File: config.mk
export PLATFORM = sky130hd
export DESIGN_NAME = pic_prio_ctrl_flat
export DESIGN_NICKNAME = d
export VERILOG_FILES = /design/src/rtl/pic_prio_ctrl_if.sv /design/src/rtl/pic_prio_ctrl.sv /design/src/flat_wrapper.sv
export SDC_FILE = /design/constraint.sdc
export NUM_CORES = 1
export LEC_CHECK = 0
export ABC_AREA = 1
export BUFFER_PORTS_ARGS = -buffer_cell sky130_fd_sc_hd__buf_2
export CAP_MARGIN = 5
export CORE_MARGIN = 10
export CORE_UTILIZATION = 55
export CTS_BUF_LIST = sky130_fd_sc_hd__clkbuf_4
export DETAILED_ROUTE_END_ITERATION = 10
export PLACE_DENSITY_LB_ADDON = 0.25
export SLEW_MARGIN = 20
export SYNTH_ARGS = -nofsm -noshare
export SYNTH_HDL_FRONTEND = slang
export SYNTH_SLANG_ARGS = --single-unit
export TNS_END_PERCENT = 5
File: constraint.sdc
create_clock -name clk -period 8.2 [get_ports clk]
set_input_delay 1.23 -clock clk [delete_from_list [all_inputs] [get_ports clk]]
set_output_delay 1.23 -clock clk [all_outputs]
set_load 0.05 [all_outputs]
File: src/rtl/pic_prio_ctrl_if.sv
// ---------------------------------------------------------------------------
// pic_prio_ctrl_if
// Bundles every signal of the priority interrupt controller except the
// clock and reset.
//   master : the CPU / system side. Drives the request lines, mode controls,
//            mask writes, EOI commands and INTA pulses, and reads back the
//            interrupt output, the vector and the IRR/ISR/IMR registers.
//   slave  : the controller itself.
// Signals:
//   irq[NIRQ]             interrupt request lines, bit 0 highest at reset
//   ltim                  1 = level-triggered, 0 = edge-triggered
//   aeoi                  automatic end-of-interrupt on the second INTA
//   rotate                1 = rotating priority, 0 = fixed priority
//   vec_base[VECW-IDW]    upper bits of the issued vector
//   imr_wr / imr_data     mask register write
//   eoi_req / eoi_specific / eoi_level   end-of-interrupt command
//   inta                  acknowledge strobe, one cycle per pulse
//   int_out               interrupt request to the CPU
//   vec / vec_valid       vector {vec_base, id} and its one-cycle qualifier
//   irr / isr / imr       register readback
// ---------------------------------------------------------------------------
interface pic_prio_ctrl_if #(
   parameter int NIRQ = 8,
   parameter int VECW = 8
);
   localparam int IDW = $clog2(NIRQ);

   logic [NIRQ-1:0]     irq;
   logic                ltim;
   logic                aeoi;
   logic                rotate;
   logic [VECW-IDW-1:0] vec_base;
   logic                imr_wr;
   logic [NIRQ-1:0]     imr_data;
   logic                eoi_req;
   logic                eoi_specific;
   logic [IDW-1:0]      eoi_level;
   logic                inta;
   logic                int_out;
   logic [VECW-1:0]     vec;
   logic                vec_valid;
   logic [NIRQ-1:0]     irr;
   logic [NIRQ-1:0]     isr;
   logic [NIRQ-1:0]     imr;

   modport master (
      output irq, ltim, aeoi, rotate, vec_base, imr_wr, imr_data,
             eoi_req, eoi_specific, eoi_level, inta,
      input  int_out, vec, vec_valid, irr, isr, imr
   );

   modport slave (
      input  irq, ltim, aeoi, rotate, vec_base, imr_wr, imr_data,
             eoi_req, eoi_specific, eoi_level, inta,
      output int_out, vec, vec_valid, irr, isr, imr
   );
endinterface

File: src/rtl/pic_prio_ctrl.sv
// ---------------------------------------------------------------------------
// pic_prio_ctrl
// 8259-style priority interrupt controller. Requests are captured in IRR
// (edge or level mode), filtered by IMR, and the highest-priority candidate
// that outranks everything already in service (ISR) raises int_out. The CPU
// answers with two INTA pulses: the first accepts the winner into ISR, the
// second issues the vector {vec_base, id}. Priority is fixed (level 0
// highest) or rotating, where the last level cleared by an EOI becomes the
// lowest.
// Ports:
//   clk    sole clock, rising edge
//   reset  asynchronous, active-high, clears all state
//   bus    pic_prio_ctrl_if.slave, see the interface file for signal list
// ---------------------------------------------------------------------------
module pic_prio_ctrl #(
   parameter int NIRQ = 8,
   parameter int VECW = 8
) (
   input logic            clk,
   input logic            reset,
   pic_prio_ctrl_if.slave bus
);
   localparam int             IDW      = $clog2(NIRQ);
   localparam logic [IDW:0]   RANK_N   = (IDW+1)'(NIRQ);
   localparam logic [IDW:0]   RANK_NM1 = (IDW+1)'(NIRQ - 1);
   localparam logic [IDW-1:0] SPUR_ID  = IDW'(NIRQ - 1);
   localparam logic [IDW-1:0] LP_RESET = IDW'(NIRQ - 1);

   typedef enum logic [1:0] {
      IDLE,
      REQ,
      ACK1
   } state_e;

   state_e          state_q, state_d;
   logic [NIRQ-1:0] irq_q, irq_d;
   logic [NIRQ-1:0] irr_q, irr_d;
   logic [NIRQ-1:0] isr_q, isr_d;
   logic [NIRQ-1:0] imr_q, imr_d;
   logic [IDW-1:0]  lp_q, lp_d;
   logic [IDW-1:0]  id_q, id_d;
   logic            spur_q, spur_d;
   logic            int_out_q, int_out_d;
   logic            vec_valid_q, vec_valid_d;
   logic [VECW-1:0] vec_q, vec_d;

   logic [NIRQ-1:0] cand;
   logic [IDW:0]    cur_rank;
   logic [IDW:0]    win_rank;
   logic [IDW-1:0]  win_id;
   logic            win_valid;
   logic [IDW:0]    isr_top_rank;
   logic [IDW-1:0]  isr_top_id;
   logic            isr_any;

   logic [NIRQ-1:0] rise;
   logic [NIRQ-1:0] ack_set;
   logic [NIRQ-1:0] ack_irr_clr;
   logic [NIRQ-1:0] eoi_clr;
   logic [NIRQ-1:0] aeoi_clr;
   logic            eoi_hit;
   logic [IDW-1:0]  eoi_lvl;
   logic            aeoi_hit;

   // Rank 0 is the highest priority. In rotating mode the level just after
   // lp gets rank 0, so rank = (lvl - lp - 1) mod NIRQ; the +NIRQ keeps the
   // intermediate value non-negative and fits in IDW+1 bits for NIRQ<=2^IDW.
   function automatic logic [IDW:0] rank_of(input logic [IDW-1:0] lvl,
                                            input logic [IDW-1:0] lp,
                                            input logic           rot);
      logic [IDW:0] r;
      if (rot) begin
         r = {1'b0, lvl} + RANK_NM1 - {1'b0, lp};
         if (r >= RANK_N) begin
            r = r - RANK_N;
         end
      end else begin
         r = {1'b0, lvl};
      end
      return r;
   endfunction

   // Priority resolution: find the best unmasked request and the best
   // in-service level. A request only wins if it strictly outranks every
   // in-service level, which gives the fully nested behaviour.
   always_comb begin
      cand         = irr_q & ~imr_q;
      cur_rank     = '0;
      win_rank     = RANK_N;
      win_id       = '0;
      isr_top_rank = RANK_N;
      isr_top_id   = '0;
      for (int i = 0; i < NIRQ; i++) begin
         cur_rank = rank_of(IDW'(i), lp_q, bus.rotate);
         if (isr_q[i] && (cur_rank < isr_top_rank)) begin
            isr_top_rank = cur_rank;
            isr_top_id   = IDW'(i);
         end
         if (cand[i] && (cur_rank < win_rank)) begin
            win_rank = cur_rank;
            win_id   = IDW'(i);
         end
      end
      isr_any   = |isr_q;
      win_valid = (win_rank < isr_top_rank);
   end

   // Acknowledge sequence and EOI handling. The first INTA latches the
   // winner seen in that same cycle; if the request vanished or got masked
   // meanwhile, the lowest level is reported as a spurious id and nothing in
   // IRR/ISR is touched. ISR set has priority over any EOI clear of the same
   // bit because the set mask is OR-ed in after the clears.
   always_comb begin
      state_d     = state_q;
      int_out_d   = int_out_q;
      vec_d       = vec_q;
      vec_valid_d = 1'b0;
      id_d        = id_q;
      spur_d      = spur_q;
      ack_set     = '0;
      ack_irr_clr = '0;
      aeoi_clr    = '0;
      aeoi_hit    = 1'b0;
      eoi_clr     = '0;
      eoi_hit     = 1'b0;
      eoi_lvl     = '0;

      case (state_q)
         IDLE: begin
            if (win_valid) begin
               state_d   = REQ;
               int_out_d = 1'b1;
            end
         end
         REQ: begin
            if (bus.inta) begin
               int_out_d = 1'b0;
               state_d   = ACK1;
               if (win_valid) begin
                  id_d            = win_id;
                  spur_d          = 1'b0;
                  ack_set[win_id] = 1'b1;
                  if (!bus.ltim) begin
                     ack_irr_clr[win_id] = 1'b1;
                  end
               end else begin
                  id_d   = SPUR_ID;
                  spur_d = 1'b1;
               end
            end
         end
         ACK1: begin
            if (bus.inta) begin
               vec_d       = {bus.vec_base, id_q};
               vec_valid_d = 1'b1;
               state_d     = IDLE;
               if (bus.aeoi && !spur_q) begin
                  aeoi_clr[id_q] = 1'b1;
                  aeoi_hit       = 1'b1;
               end
            end
         end
         default: begin
            state_d = IDLE;
         end
      endcase

      if (bus.eoi_req) begin
         if (bus.eoi_specific) begin
            if (({1'b0, bus.eoi_level} < RANK_N) && isr_q[bus.eoi_level]) begin
               eoi_clr[bus.eoi_level] = 1'b1;
               eoi_hit                = 1'b1;
               eoi_lvl                = bus.eoi_level;
            end
         end else if (isr_any) begin
            eoi_clr[isr_top_id] = 1'b1;
            eoi_hit             = 1'b1;
            eoi_lvl             = isr_top_id;
         end
      end
   end

   // Register next-state values. A fresh edge on a line that is being
   // accepted in the same cycle keeps the new request pending.
   always_comb begin
      rise  = bus.irq & ~irq_q;
      irq_d = bus.irq;
      if (bus.ltim) begin
         irr_d = bus.irq;
      end else begin
         irr_d = (irr_q & ~ack_irr_clr) | rise;
      end
      isr_d = (isr_q & ~(eoi_clr | aeoi_clr)) | ack_set;
      imr_d = bus.imr_wr ? bus.imr_data : imr_q;
      lp_d  = lp_q;
      if (bus.rotate) begin
         if (eoi_hit) begin
            lp_d = eoi_lvl;
         end
         if (aeoi_hit) begin
            lp_d = id_q;
         end
      end
   end

   // All controller state, cleared asynchronously by reset so that a
   // handshake in progress is abandoned immediately.
   always_ff @(posedge clk or posedge reset) begin
      if (reset) begin
         state_q     <= IDLE;
         irq_q       <= '0;
         irr_q       <= '0;
         isr_q       <= '0;
         imr_q       <= '0;
         lp_q        <= LP_RESET;
         id_q        <= '0;
         spur_q      <= 1'b0;
         int_out_q   <= 1'b0;
         vec_valid_q <= 1'b0;
         vec_q       <= '0;
      end else begin
         state_q     <= state_d;
         irq_q       <= irq_d;
         irr_q       <= irr_d;
         isr_q       <= isr_d;
         imr_q       <= imr_d;
         lp_q        <= lp_d;
         id_q        <= id_d;
         spur_q      <= spur_d;
         int_out_q   <= int_out_d;
         vec_valid_q <= vec_valid_d;
         vec_q       <= vec_d;
      end
   end

   assign bus.int_out   = int_out_q;
   assign bus.vec       = vec_q;
   assign bus.vec_valid = vec_valid_q;
   assign bus.irr       = irr_q;
   assign bus.isr       = isr_q;
   assign bus.imr       = imr_q;
endmodule

File: src/flat_wrapper.sv
// flat-port wrapper written by rule: the top's interface ports become plain ports
module pic_prio_ctrl_flat 
#(
   parameter int NIRQ = 8,
   parameter int VECW = 8
)
  (clk, reset, bus_irq, bus_ltim, bus_aeoi, bus_rotate, bus_vec_base, bus_imr_wr, bus_imr_data, bus_eoi_req, bus_eoi_specific, bus_eoi_level, bus_inta, bus_int_out, bus_vec, bus_vec_valid, bus_irr, bus_isr, bus_imr);
  pic_prio_ctrl_if #(.NIRQ(NIRQ), .VECW(VECW)) bus_i ();
  input logic clk;
  input logic reset;
  input wire logic [$bits(bus_i.irq)-1:0] bus_irq;
  input wire logic [$bits(bus_i.ltim)-1:0] bus_ltim;
  input wire logic [$bits(bus_i.aeoi)-1:0] bus_aeoi;
  input wire logic [$bits(bus_i.rotate)-1:0] bus_rotate;
  input wire logic [$bits(bus_i.vec_base)-1:0] bus_vec_base;
  input wire logic [$bits(bus_i.imr_wr)-1:0] bus_imr_wr;
  input wire logic [$bits(bus_i.imr_data)-1:0] bus_imr_data;
  input wire logic [$bits(bus_i.eoi_req)-1:0] bus_eoi_req;
  input wire logic [$bits(bus_i.eoi_specific)-1:0] bus_eoi_specific;
  input wire logic [$bits(bus_i.eoi_level)-1:0] bus_eoi_level;
  input wire logic [$bits(bus_i.inta)-1:0] bus_inta;
  output wire logic [$bits(bus_i.int_out)-1:0] bus_int_out;
  output wire logic [$bits(bus_i.vec)-1:0] bus_vec;
  output wire logic [$bits(bus_i.vec_valid)-1:0] bus_vec_valid;
  output wire logic [$bits(bus_i.irr)-1:0] bus_irr;
  output wire logic [$bits(bus_i.isr)-1:0] bus_isr;
  output wire logic [$bits(bus_i.imr)-1:0] bus_imr;
  assign bus_i.irq = bus_irq;
  assign bus_i.ltim = bus_ltim;
  assign bus_i.aeoi = bus_aeoi;
  assign bus_i.rotate = bus_rotate;
  assign bus_i.vec_base = bus_vec_base;
  assign bus_i.imr_wr = bus_imr_wr;
  assign bus_i.imr_data = bus_imr_data;
  assign bus_i.eoi_req = bus_eoi_req;
  assign bus_i.eoi_specific = bus_eoi_specific;
  assign bus_i.eoi_level = bus_eoi_level;
  assign bus_i.inta = bus_inta;
  assign bus_int_out = bus_i.int_out;
  assign bus_vec = bus_i.vec;
  assign bus_vec_valid = bus_i.vec_valid;
  assign bus_irr = bus_i.irr;
  assign bus_isr = bus_i.isr;
  assign bus_imr = bus_i.imr;
  pic_prio_ctrl #(.NIRQ(NIRQ), .VECW(VECW)) u_core (.clk(clk), .reset(reset), .bus(bus_i));
endmodule
# [Yosys cells after proc, flatten, opt, wreduce, memory -nomap -nowiden]
# Index checks and enable logic that the tools add are counted.
[totals] register_bits=51 in_bits=33 elab_cells=201
[classes] n_addsub=16 n_lt_le_gt_ge=32 eq_ne=5 mux=95 bitwise=11 n_reduce_logical=31
[op_table] operator="two-way mux 4 bit" count=32
[op_table] operator="two-way mux 8 bit" count=15
[op_table] operator="< comparator 4 bit" count=15
[op_table] operator="two-way mux 3 bit" count=15
[op_table] operator="AND 8 bit" count=4
[op_table] operator=">= comparator 4 bit, second input constant" count=8
[op_table] operator="inverter 8 bit" count=4
[op_table] operator="subtractor 4 bit, second input constant" count=8
[op_table] operator="subtractor 4 x 3 -> 4 bit, first input constant" count=7
[op_table] operator="OR 8 bit" count=3
[op_table] operator="logical AND 1 bit" count=21
[op_table] operator="two-way mux 1 bit" count=19
[op_table] operator="< comparator 3 x 4 -> 1 bit, second input constant" count=4
[op_table] operator="two-way mux 2 bit" count=7
[op_table] operator="demux 1 bit (select 3 bit)" count=4
[op_table] operator=">= comparator 3 x 1 -> 1 bit, second input constant" count=4
[op_table] operator="OR reduction 8 bit" count=1
[op_table] operator="case mux 2 bit (3 select lines)" count=1
[op_table] operator="AND reduction 2 bit" count=3
[op_table] operator="AND reduction 3 bit" count=2
[op_table] operator="< comparator 4 bit, second input constant" count=1
[op_table] operator="!= test 2 bit, second input constant" count=2
[op_table] operator="nonzero test 2 bit" count=2
[op_table] operator="subtractor 3 x 3 -> 4 bit, first input constant" count=1
[op_table] operator="7 further kinds" count=7

# [Depth between registers and ports, before layout]
[logic_depth] ltp_word=40 ltp_mapped=70

# [Least setup slack after synthesis]
# OpenSTA, ideal clock, no wires.
[synth_path] path_kind="in2reg" start="input port bus_rotate" end="register u_core.irr_q[4], in the netlist u_core.bus.irr[4]" t_arrival_ns=9.029 required_ns=8.080 path_slack_ns=-0.950 cell_stages=52 path_buffers=2 path_cell_list="buf_6 > nand2_1 > clkbuf_1 > clkinv_1 > ha_1 > o21ai_1 > nand3_2 > nand2_4 > nand2_4 > nand2_1 > ha_1 > nor3_1 > nand2_2 > inv_2 > nand2_4 > inv_1 > nand2_1 > o21ai_0 > (+16 left out) > nand2_4 > nor2_1 > nand2_1 > ha_1 > a2111oi_0 > nand2_4 > nand2_1 > o21ai_0 > ha_1 > a2111oi_0 > nand2_2 > inv_1 > nor2_1 > ha_1 > a21oi_1 > nand4_1 > nand2_1 > nand2_1"
[synth_between] elab_chain_cells=37 elab_cells_between_ends=76 classes_between="order compare (18); mux (38); bitwise (3); reduce/logical (17)"
[synth_rtl] element="start, declared" line="flat_wrapper.sv:14" rtl="input wire logic [$bits(bus_i.rotate)-1:0] bus_rotate;"
[synth_rtl] element="two-way mux 4 bit" line="pic_prio_ctrl.sv:72" rtl="if (rot) begin"
[synth_rtl] element="< comparator 4 bit" line="pic_prio_ctrl.sv:95, pic_prio_ctrl.sv:99"
[synth_rtl] element="logical AND 1 bit" line="pic_prio_ctrl.sv:99" rtl="if (cand[i] && (cur_rank < win_rank)) begin"
[synth_rtl] element="two-way mux 4 bit" line="pic_prio_ctrl.sv:99"
[synth_rtl] element="< comparator 4 bit" line="pic_prio_ctrl.sv:99"
[synth_rtl] element="logical AND 1 bit" line="pic_prio_ctrl.sv:99"
[synth_rtl] element="two-way mux 4 bit" line="pic_prio_ctrl.sv:99"
[synth_rtl] element="< comparator 4 bit" line="pic_prio_ctrl.sv:99"
[synth_rtl] element="(+22 left out)"
[synth_rtl] element="two-way mux 8 bit *" line="pic_prio_ctrl.sv:139" rtl="if (win_valid) begin"
[synth_rtl] element="two-way mux 8 bit *" line="pic_prio_ctrl.sv:136" rtl="if (bus.inta) begin"
[synth_rtl] element="two-way mux 8 bit *" line="pic_prio_ctrl.sv:128" rtl="case (state_q)"
[synth_rtl] element="inverter 8 bit *" line="pic_prio_ctrl.sv:191" rtl="irr_d = (irr_q & ~ack_irr_clr) | rise;"
[synth_rtl] element="AND 8 bit *" line="pic_prio_ctrl.sv:191"
[synth_rtl] element="OR 8 bit *" line="pic_prio_ctrl.sv:191"
[synth_rtl] element="two-way mux 8 bit *" line="pic_prio_ctrl.sv:188" rtl="if (bus.ltim) begin"
[synth_rtl] element="named net u_core.irr_d[4]" line="pic_prio_ctrl.sv:37" rtl="logic [NIRQ-1:0] irr_q, irr_d;"
[synth_rtl] element="end signal, assigned" line="pic_prio_ctrl.sv:224" rtl="irr_q <= irr_d;"
[synth_rtl] element="end, declared" line="pic_prio_ctrl.sv:37"
# The timed path passes the listed nets; every way through them passes the cells marked *.
# A chain may end at the register's enable or synchronous reset.

# [Worst setup path in the final report]
[layout_path] start="input port bus_rotate" end="register u_core.irr_q[5], in the netlist u_core.bus.irr[5]"
# The elaborated chain is that of the path after synthesis.

==> impl_metrics.py <==
metrics = {
    "status": {
        "outcome": "complete, no violations",
    },
    "finish": {
        "finalNetCount": 925,
        "antenna_cells_inserted": 0,
        "final_cell_mix": "nand2_1 (209), inv_1 (101), nand3_1 (78)",
        "mostFrequentLayoutCell": "nand2_1",
        "layout.filler_cells": 696,
        "layout_cell_share_with_drive_strength_beyond_1_pct": 28.62,
        "multi_input_combinational_cell_area_mm2": 0.003244,
        "ff_latch_area_mm2": 0.001280,
        "area_delta_synth_final_pct": 23.33,
    },
    "grt": {
        "first_global_vias": 5056,
        "grt_first_pass_wirelength_mm": 23.28,
        "global_route.usage.total_pct": 21.28,
        "globalRouteOverflowTotal": 0,
        "largest_net_degree_at_the_start_of_global_routing": 52,
        "grt_antenna_before_repair": 0,
    },
    "setup_path": {
        "r2r_end": "u_core.bus.irr[5]",
        "start_kind": "input pin",
        "path_class": "in2reg",
        "worst_path_largest_cell_delay_ns": 0.39,
        "rr_startpoint": "u_core.lp_q[0]",
        "timing.critical_path.max_delay_family": "simple AND/OR/NAND/NOR gates",
        "crit_required_ns": 8.49,
        "cp_data_arrival_time_ns": 8.13,
        "crit_top_cell": "nand2_1",
        "r2r.worst_path.cells": 54,
        "cp_slowest_cell": "ha_1",
        "critPathBufInv": 8,
        "cp_max_fo": 8,
        "reg2reg_slack_ns": 0.53,
        "endpoint_kind": "flip-flop",
    },
    "sta": {
        "number_of_hold_violations_in_the_final_report": 0,
        "layout_setup_ws_ns": 0.3546,
        "finalMaxSlewViolations": 0,
        "period_minus_slack_ns": 7.845,
        "worst_slew_pin_slew_ns": 0.9172,
        "setup_violations_final": 0,
        "clock_skew_ns": 0.01597,
        "timing.setup.tns_ns": 0,
        "max-slew-margin-rel_pct": 38.52,
        "fmax_mhz": 127.5,
        "period_share_pct": 95.68,
    },
    "floorplanning": {
        "placementRows": 33,
        "die_height_um": 113.1,
        "ioPinCount": 67,
        "start_util_pct": 57.11,
        "core_mm2": 0.008341,
        "die_width_um": 113.1,
        "floorplan.die_area_mm2": 0.01278,
    },
    "route": {
        "vias": 5368,
        "route.final.wire_length_mm": 14.77,
        "drc": 0,
        "drc_marker_count_from_the_first_detailed_route_iteration": 366,
        "wl_per_cell_um": 15.25,
        "final_antenna_net_count": 0,
        "drt_pass1_iterations": 7,
        "avgViaCountPerCell": 5.545,
    },
    "clock_tree": {
        "clk_transition_reported_paths_ns": 0.15,
        "cts.path.max_buffers": 2,
        "cts_tree": "done",
        "cts_inserted_buffers": 5,
        "clock_sink_total": 51,
        "cts-htree-levels": 2,
        "worst_skew_pair.late_latency_ns": 0.38,
        "cts-root-buf": "clkbuf_4",
        "cts_hold_buf": 0,
    },
    "placed_design": {
        "gp_congestion": 1.022,
        "place.port_buffers": 66,
        "dpl.hpwl_mm": 11.32,
        "placement.setup.worst_slack_ns": -0.4510,
    },
    "logic_synthesis": {
        "syn_avg_cell_area_um2": 6.428,
        "netlist-cell-type-count": 37,
        "number_of_synthesized_flops_with_an_enable_pin": 0,
        "synth_top_flop_cell": "dfrtp_1",
        "postSynthRegisterBits": 51,
        "synthCells": 741,
        "async_reset_ff_share_pct": 100.0,
        "seq_area_frac_synth_pct": 26.87,
        "synth_area_mm2": 0.004763,
        "ys_warn_count": 0,
    },
    "worst_hold_path": {
        "timing.hold.worst.start": "u_core.bus.vec[7]",
        "hold_class": "reg2reg",
        "timing.hold.worst_endpoint": "u_core.bus.vec[7]",
        "hold_path_depth": 2,
    },
    "job": {
        "max_cap_viol_count": 0,
    },
}
[worst max path at each step]
stage | start | to | cells past startpoint
after floorplan | bus_rotate | u_core.bus.irr[4] | 51
after global placement | bus_rotate | u_core.bus.irr[4] | 64
after detailed placement | bus_rotate | u_core.bus.irr[4] | 54
after CTS | bus_rotate | u_core.bus.irr[4] | 54
after global routing | bus_rotate | u_core.bus.irr[5] | 55
final | bus_rotate | u_core.bus.irr[5] | 54
[cells in the mapped netlist, types with 9 or more instances]
cell / n / share of area [%]
nand2_1: 216 / 17
inv_1: 109 / 8.6
nand3_1: 79 / 8.3
nor2_1: 57 / 4.5
dfrtp_1: 48 / 25
o21ai_0: 41 / 4.3
nand2_2: 31 / 4.1
ha_1: 30 / 7.9
a21oi_1: 22 / 2.3
nand2_4: 15 / 3.5
inv_2: 13 / 1.0
nand4_1: 11 / 1.4
o21ai_1: 9 / 0.95
[what timing repair did]
item                       4_1_cts  5_1_grt
setup buffers                    0       22
pin swaps                        0       29
setup endpoints to repair        2       22
resized for setup                1       53
cloned                           0        0
[sequential cells by signal (all words and copies together) (netlist names)]
register / cells
u_core.bus.int_out: 1
u_core.bus.irr: 8
u_core.state_q: 2
u_core.id_q: 3
u_core.bus.imr: 8
u_core.lp_q: 3
u_core.bus.vec_valid: 1
u_core.bus.isr: 8
u_core.irq_q: 8
u_core.spur_q: 1
u_core.bus.vec: 8
[through the flow]
step	std cells	hold slack [ns]	area, um2	utilization [%]
after floorplan	750	0.4868	4828	-
after global placement	938	0.4505	5440	65.23
after detailed placement	938	0.4601	5440	65.23
after CTS	946	0.4939	5505	66.01
after global routing	968	0.5102	5874	70.43
final	968	0.4914	5874	70.43
[cells by family after synthesis]
group	count (synthesis)	share of synthesized area, %
AO/OA/AOI/OAI	91	10.56
adder cells (fa/ha/maj)	30	7.880
buffers and inverters	132	10.61
flip-flops	51	26.87
multiplexers	7	1.655
other	1	0.07873
AND/OR/NAND/NOR	429	42.34
[cell type report]
type / count / share of cell area [%]
inverter: 123 / 7.902
clock buffer: 5 / 0.6390
multi-input combinational: 567 / 55.23
sequential: 51 / 21.79
clock inverter: 3 / 0.2556
tap: 105 / 2.236
timing repair buffer: 114 / 11.95
[tightest hold or removal path: cells and delay by family (launching register included)]
kind / cells / cell delay, ns
DFF: 1 / 0.37
and+or+nand+nor: 2 / 0.09
[metal layers]
layer	share of wire [%]	track usage, %	vias up
li1	-	-	2613
met1	39	26.56	2471
met2	50	36.56	246
met3	8.0	3.064	38
met4	2.5	7.107	0
met5	0	0	-
Power is left out: the tool's default activity adds up to more than one toggle a clock period on the data nets, which glitch-free logic cannot reach.
